`src/rtl/ram_burst_reader_if.sv`:
```
// Burst reader bus: command/status, RAM port and output stream.
// master is the reader's view, slave is the environment's view.
interface ram_burst_reader_if #(
    parameter int CAddrLen = 13,
    parameter int CDataLen = 128,
    parameter int CLenLen  = 9
);
    logic                AStart;
    logic [CAddrLen-1:0] AStartAddr;
    logic [CLenLen-1:0]  ALen;
    logic                ABusy;
    logic                ADone;
    logic [CAddrLen-1:0] ARamAddr;
    logic                ARamRdEn;
    logic [CDataLen-1:0] ARamMiso;
    logic [CDataLen-1:0] AStrData;
    logic                AStrValid;
    logic                AStrLast;
    logic                AStrReady;

    modport master (
        input  AStart, AStartAddr, ALen, ARamMiso, AStrReady,
        output ABusy, ADone, ARamAddr, ARamRdEn,
        output AStrData, AStrValid, AStrLast
    );

    modport slave (
        output AStart, AStartAddr, ALen, ARamMiso, AStrReady,
        input  ABusy, ADone, ARamAddr, ARamRdEn,
        input  AStrData, AStrValid, AStrLast
    );
endinterface

```
`src/rtl/ram_burst_reader.sv`:
```
// Sequential RAM burst reader with a 2-entry output FIFO.
// Reads are issued only when a FIFO slot is guaranteed for the returning word.
module ram_burst_reader #(
    parameter int CAddrLen = 13,
    parameter int CDataLen = 128,
    parameter int CLenLen  = 9
) (
    input  logic                AClkH,
    input  logic                AResetHN,
    input  logic                AClkHEn,
    ram_burst_reader_if.master  bus
);
    typedef enum logic {S_IDLE, S_RUN} state_t;

    localparam logic [CAddrLen-1:0] LAddrOne = 1;
    localparam logic [CLenLen-1:0]  LLenOne  = 1;
    localparam logic [CLenLen-1:0]  LLenZero = '0;

    state_t              r_state;
    state_t              w_state_nxt;
    logic [CAddrLen-1:0] r_addr;
    logic [CLenLen-1:0]  r_issue;
    logic [CLenLen-1:0]  r_out;
    logic [CDataLen-1:0] r_fifo [2];
    logic                r_wptr;
    logic                r_rptr;
    logic [1:0]          r_cnt;
    logic                r_inflight;
    logic                r_done;

    logic                w_pop;
    logic                w_push;
    logic                w_rden;
    logic                w_accept;
    logic                w_zero_len;
    logic                w_last_pop;
    logic [2:0]          w_credit;

    always_comb begin
        w_state_nxt = r_state;
        w_rden      = 1'b0;
        w_accept    = 1'b0;
        w_zero_len  = 1'b0;
        w_last_pop  = 1'b0;
        w_push      = AClkHEn & r_inflight;
        w_pop       = AClkHEn & (r_cnt != 2'd0) & bus.AStrReady;
        // Slots already committed after this cycle's pop.
        w_credit    = {1'b0, r_cnt} + {2'b00, r_inflight}
                    - {2'b00, w_pop};
        unique case (r_state)
            S_IDLE: begin
                if (AClkHEn && bus.AStart) begin
                    if (bus.ALen != LLenZero) begin
                        w_accept    = 1'b1;
                        w_state_nxt = S_RUN;
                    end else begin
                        w_zero_len  = 1'b1;
                    end
                end
            end
            S_RUN: begin
                w_rden = AClkHEn & (r_issue != LLenZero)
                       & (w_credit < 3'd2);
                if (w_pop && r_out == LLenOne) begin
                    w_last_pop  = 1'b1;
                    w_state_nxt = S_IDLE;
                end
            end
        endcase
    end

    always_ff @(posedge AClkH or negedge AResetHN) begin
        if (!AResetHN) begin
            r_state    <= S_IDLE;
            r_addr     <= '0;
            r_issue    <= '0;
            r_out      <= '0;
            r_fifo[0]  <= '0;
            r_fifo[1]  <= '0;
            r_wptr     <= 1'b0;
            r_rptr     <= 1'b0;
            r_cnt      <= 2'd0;
            r_inflight <= 1'b0;
            r_done     <= 1'b0;
        end else if (AClkHEn) begin
            r_state    <= w_state_nxt;
            r_done     <= w_last_pop | w_zero_len;
            r_inflight <= w_rden;
            if (w_accept) begin
                r_addr  <= bus.AStartAddr;
                r_issue <= bus.ALen;
                r_out   <= bus.ALen;
            end else if (w_rden) begin
                r_addr  <= r_addr + LAddrOne;
                r_issue <= r_issue - LLenOne;
            end
            if (w_push) begin
                r_fifo[r_wptr] <= bus.ARamMiso;
                r_wptr         <= ~r_wptr;
            end
            if (w_pop) begin
                r_rptr <= ~r_rptr;
                r_out  <= r_out - LLenOne;
            end
            r_cnt <= r_cnt + {1'b0, w_push} - {1'b0, w_pop};
        end
    end

    assign bus.ABusy     = (r_state == S_RUN);
    assign bus.ADone     = r_done;
    assign bus.ARamAddr  = r_addr;
    assign bus.ARamRdEn  = w_rden;
    assign bus.AStrData  = r_fifo[r_rptr];
    assign bus.AStrValid = (r_cnt != 2'd0);
    assign bus.AStrLast  = bus.AStrValid & (r_out == LLenOne);
endmodule

```
`src/flat_wrapper.sv`:
```
// flat-port wrapper written by rule: the top's interface ports become plain ports
module ram_burst_reader_flat 
#(
    parameter int CAddrLen = 13,
    parameter int CDataLen = 128,
    parameter int CLenLen  = 9
)
  (AClkH, AResetHN, AClkHEn, bus_AStart, bus_AStartAddr, bus_ALen, bus_ARamMiso, bus_AStrReady, bus_ABusy, bus_ADone, bus_ARamAddr, bus_ARamRdEn, bus_AStrData, bus_AStrValid, bus_AStrLast);
  ram_burst_reader_if #(.CAddrLen(CAddrLen), .CDataLen(CDataLen), .CLenLen(CLenLen)) bus_i ();
  input  logic AClkH;
  input  logic AResetHN;
  input  logic AClkHEn;
  input wire logic [$bits(bus_i.AStart)-1:0] bus_AStart;
  input wire logic [$bits(bus_i.AStartAddr)-1:0] bus_AStartAddr;
  input wire logic [$bits(bus_i.ALen)-1:0] bus_ALen;
  input wire logic [$bits(bus_i.ARamMiso)-1:0] bus_ARamMiso;
  input wire logic [$bits(bus_i.AStrReady)-1:0] bus_AStrReady;
  output wire logic [$bits(bus_i.ABusy)-1:0] bus_ABusy;
  output wire logic [$bits(bus_i.ADone)-1:0] bus_ADone;
  output wire logic [$bits(bus_i.ARamAddr)-1:0] bus_ARamAddr;
  output wire logic [$bits(bus_i.ARamRdEn)-1:0] bus_ARamRdEn;
  output wire logic [$bits(bus_i.AStrData)-1:0] bus_AStrData;
  output wire logic [$bits(bus_i.AStrValid)-1:0] bus_AStrValid;
  output wire logic [$bits(bus_i.AStrLast)-1:0] bus_AStrLast;
  assign bus_i.AStart = bus_AStart;
  assign bus_i.AStartAddr = bus_AStartAddr;
  assign bus_i.ALen = bus_ALen;
  assign bus_i.ARamMiso = bus_ARamMiso;
  assign bus_i.AStrReady = bus_AStrReady;
  assign bus_ABusy = bus_i.ABusy;
  assign bus_ADone = bus_i.ADone;
  assign bus_ARamAddr = bus_i.ARamAddr;
  assign bus_ARamRdEn = bus_i.ARamRdEn;
  assign bus_AStrData = bus_i.AStrData;
  assign bus_AStrValid = bus_i.AStrValid;
  assign bus_AStrLast = bus_i.AStrLast;
  ram_burst_reader #(.CAddrLen(CAddrLen), .CDataLen(CDataLen), .CLenLen(CLenLen)) u_core (.AClkH(AClkH), .AResetHN(AResetHN), .AClkHEn(AClkHEn), .bus(bus_i));
endmodule
```
`config.mk`:
```
export PLATFORM = sky130hd
export DESIGN_NAME = ram_burst_reader_flat
export DESIGN_NICKNAME = d
export VERILOG_FILES = /design/src/rtl/ram_burst_reader_if.sv /design/src/rtl/ram_burst_reader.sv /design/src/flat_wrapper.sv
export SDC_FILE = /design/constraint.sdc
export NUM_CORES = 1
export LEC_CHECK = 0
export ABC_AREA = 1
export ABC_CLOCK_PERIOD_IN_PS = 2800
export BUFFER_PORTS_ARGS = -buffer_cell sky130_fd_sc_hd__buf_2
export CAP_MARGIN = 10
export CORE_MARGIN = 3
export CORE_UTILIZATION = 55
export DETAILED_ROUTE_END_ITERATION = 10
export PLACE_DENSITY_LB_ADDON = 0.2
export SKIP_LAST_GASP = 1
export SLEW_MARGIN = 20
export SYNTH_ARGS = -nofsm -noshare
export SYNTH_HDL_FRONTEND = slang
export SYNTH_SLANG_ARGS = --single-unit
export TNS_END_PERCENT = 20
```
`constraint.sdc`:
```
create_clock -name AClkH -period 2.8 [get_ports AClkH]
set_input_delay 0.42 -clock AClkH [delete_from_list [all_inputs] [get_ports AClkH]]
set_output_delay 0.42 -clock AClkH [all_outputs]
set_load 0.005 [all_outputs]
```
==> impl_metrics.ini <==
[clock_tree]
tritoncts.num_buffers = 31
clock_latency_ps = 550
cts_root_buf = sky130_fd_sc_hd__clkbuf_16
clock_path_buffers = 3
cts_htree_levels = 1
cts_tree = yes
number_of_sinks_driven_by_the_clock_tree = 294
clkSlewWorstSetupHoldPaths_ps = 60

[yosys]
synthesis.yosys.warnings = 0
mappedNetlistNets = 1650
ys_seq_elements = 294
synth_instances = 1487
synth_cell_types = 26
syn_avg_cell_area_sq_um = 9.173
cell_area_after_technology_mapping_sq_um = 13640
synth-seq-area-share_pct = 53.94

[die]
core_area_sq_um = 24320
design.die.area_sq_um = 26730
start_util_pct = 56.09
core.rowCount = 57
num_io_pins = 301
overall_die_width_um = 163.5
die_span_y_um = 163.5

[drt]
remaining_drc_errors = 0
wl_per_cell_um = 15.35
dr.pass1.iters = 5
final_antenna_net_count = 0
wl_mm = 32.46
detailedRoute.firstIterationViolations = 935
avgViaCountPerCell = 5.204
dr_total_vias = 11010

[timing]
relSlewSlack_pct = 55.62
timing.final.crit_period_ps = 2889
tightestPinTransition_ps = 665.6
timing.final.setup_violations = 1
maxClockFrequency_mhz = 346.2
timing.final.max_slew_violations = 0
final_hold_viol_count = 0
rsz_0062_raised_after_global_routing = true
period_utilisation_layout_pct = 103.2
clock_skew_ps = 12.07
worst_slack_ps = -88.68

[worst_setup_path]
critical_path_required_ps = 2380
critPathMaxFanout = 3
cp.arrival_ps = 2470
timing.critical_path.from_type = flip-flop
regToRegSetupSlack_ps = 320
timing.setup.critical_path_class = flip-flop to output port
setup.worst_path.end_class = output port

[layout]
drive_gt1_share_pct = 28.97
n_fill_cell = 1955
layout.core_utilization_pct = 67.59
design.final.nets = 1929
finish.cell_count_without_fillers = 2115
area_added_between_synthesis_and_finish_pct = 20.50

[pwr]
pwr_density_cell_nw_per_um2 = 1113
ir_drop_mv = 0.6002
power.leakage_nw = 8.770

[placed_design]
dp.cells = 2051
detailedPlacementHpwl_mm = 21.87
placement.io_buffers = 300
gp_congestion = 0.8707

[status]
failed_checks = setup timing
outcome = finished, violations left

[global_routing]
globalRouteOverflowTotal = 0
wire_length_of_the_first_global_routing_pass_mm = 53.23
groute.usage.overall_pct = 24.01
antenna_found_initial = 2
grt_max_degree = 95
via_count_of_the_first_global_routing_pass = 10840

[run]
maxCapViolations = 0

[min_path]
worst_hold_path_type = primary input to flip-flop
## synthesized netlist by cell type
cell type | number | share of area (%)
sky130_fd_sc_hd__nand2_1 | 376 | 10
sky130_fd_sc_hd__dfrtp_1 | 294 | 54
sky130_fd_sc_hd__o21ai_0 | 169 | 6.2
sky130_fd_sc_hd__inv_1 | 163 | 4.5
sky130_fd_sc_hd__mux2_2 | 128 | 11
sky130_fd_sc_hd__o21ai_1 | 104 | 3.8
sky130_fd_sc_hd__nand3_1 | 71 | 2.6
sky130_fd_sc_hd__nor2_1 | 45 | 1.2
sky130_fd_sc_hd__buf_2 | 33 | 1.2
sky130_fd_sc_hd__clkbuf_1 | 27 | 0.74
sky130_fd_sc_hd__buf_6 | 19 | 1.6
sky130_fd_sc_hd__nand3b_1 | 15 | 0.83
sky130_fd_sc_hd__nand4_1 | 8 | 0.37
sky130_fd_sc_hd__ha_1 | 7 | 0.64
sky130_fd_sc_hd__buf_1 | 5 | 0.14
sky130_fd_sc_hd__xnor2_1 | 5 | 0.32
sky130_fd_sc_hd__xor2_1 | 4 | 0.26
sky130_fd_sc_hd__inv_2 | 2 | 0.055
sky130_fd_sc_hd__nand2_2 | 2 | 0.092
sky130_fd_sc_hd__nor2_2 | 2 | 0.092
sky130_fd_sc_hd__nor3_1 | 2 | 0.073
sky130_fd_sc_hd__o21bai_1 | 2 | 0.11
sky130_fd_sc_hd__a21oi_1 | 1 | 0.037
sky130_fd_sc_hd__fa_1 | 1 | 0.15
sky130_fd_sc_hd__nor2_4 | 1 | 0.083
sky130_fd_sc_hd__or2_1 | 1 | 0.046
## final cells by class
type                       instances  area [sq um]  share of cell area [%]
antenna                            3         7.507                 0.04567
clock buffer                      48         899.6                   5.473
clock inverter                     7         63.81                  0.3882
inverter                         165         619.3                   3.768
multi-input combinational        944          5204                   31.66
sequential                       294          7361                   44.78
tap                              324         405.4                   2.466
timing repair buffer             330          1877                   11.42
## through the flow
stage	power [mW]	worst slack [ps]	hold slack, ps	TNS (ps)	instance area [sq um]
6_report	18.29	-88.68	124.7	-88.68	16440
5_1_grt	19.74	-240.6	119.8	-240.6	16430
3_5_place_dp	14.37	57.87	467.6	0	15390
2_1_floorplan	11.68	192.0	124.4	0	13640
3_3_place_gp	14.12	149.4	459.0	0	15390
4_1_cts	18.41	-33.91	105.1	-33.91	16410
## worst max-delay path, cell delays in order (launching register included)
cell and delay [ps]:
sky130_fd_sc_hd__dfrtp_1 380, sky130_fd_sc_hd__nor2_2 80, sky130_fd_sc_hd__nor2_4 90, sky130_fd_sc_hd__inv_2 60
sky130_fd_sc_hd__nor2_4 120, sky130_fd_sc_hd__inv_2 60, sky130_fd_sc_hd__nand2_2 60, sky130_fd_sc_hd__nand2_1 60
sky130_fd_sc_hd__fa_1 500, sky130_fd_sc_hd__nand3_2 80, sky130_fd_sc_hd__nor2_4 140, sky130_fd_sc_hd__inv_1 60
sky130_fd_sc_hd__nor2_2 100, sky130_fd_sc_hd__buf_2 130
## cell usage in the layout, fill, tap and decap left out, types with 4 or more instances in the layout
cell type,Yosys,layout
sky130_fd_sc_hd__nand2_1,376,374
sky130_fd_sc_hd__buf_2,33,299
sky130_fd_sc_hd__dfrtp_1,294,293
sky130_fd_sc_hd__o21ai_0,169,169
sky130_fd_sc_hd__inv_1,163,162
sky130_fd_sc_hd__mux2_2,128,128
sky130_fd_sc_hd__o21ai_1,104,104
sky130_fd_sc_hd__nand3_1,71,70
sky130_fd_sc_hd__nor2_1,45,42
sky130_fd_sc_hd__clkbuf_16,0,31
sky130_fd_sc_hd__buf_4,0,18
sky130_fd_sc_hd__nand3b_1,15,15
sky130_fd_sc_hd__clkbuf_1,27,11
sky130_fd_sc_hd__buf_12,0,11
sky130_fd_sc_hd__nand4_1,8,8
sky130_fd_sc_hd__ha_1,7,7
sky130_fd_sc_hd__clkbuf_8,0,6
sky130_fd_sc_hd__xnor2_1,5,5
sky130_fd_sc_hd__clkinv_2,0,5
sky130_fd_sc_hd__xor2_1,4,4
## report_power, final
part | total, mW | internal [mW] | switching [mW]
combinational | 7.15 | 3.51 | 3.64
sequential | 7.27 | 6.15 | 1.12
clock | 3.87 | 2.28 | 1.60
## final timing paths
check | from | to | cells after the start
max in group asynchronous | AResetHN | u_core.r_fifo[192] | 3
min | bus_ARamMiso[54] | u_core.r_fifo[182] | 3
max | u_core.r_cnt[1] | bus_ARamRdEn | 13
min reg2reg | u_core.r_fifo[32] | u_core.r_fifo[32] | 2
min in group asynchronous | AResetHN | u_core.r_fifo[10] | 2
max reg2reg | u_core.r_cnt[1] | u_core.bus.ARamAddr[9] | 16
## flip-flops by register name (all words and copies together), names as in the netlist
register / count
u_core.r_issue: 9
u_core.r_fifo: 256
u_core.bus.ABusy: 1
u_core.r_inflight: 1
u_core.r_rptr: 1
u_core.r_wptr: 1
u_core.bus.ARamAddr: 13
u_core.bus.ADone: 1
u_core.r_cnt: 2
u_core.r_out: 9
## kinds of logic after synthesis
logic type,Yosys count,share of synthesized area [%]
buffers and inverters,249,8.200
muxes,128,10.57
AOI/OAI and AO/OA,276,10.16
and+or+nand+nor,523,15.77
DFF,294,53.94
adders and majority gates,8,0.7888
xor gates and xnor gates,9,0.5778
## layer usage
| metal | share of wire, % | track usage (%) |
|---|---|---|
| met4 | 2.3 | 6.574 |
| met2 | 48 | 39.69 |
| met1 | 43 | 32.88 |
| met5 | 0 | 0 |
| met3 | 6.8 | 4.337 |
## timing repair
action	CTS	global route
setup endpoints to repair	1	1
hold endpoints to repair	78	0
hold buffers	1	0
setup buffers	3	2
pin swaps	1	1
gates resized for setup	6	2
Note: power is estimated with default switching activity, not from simulation.
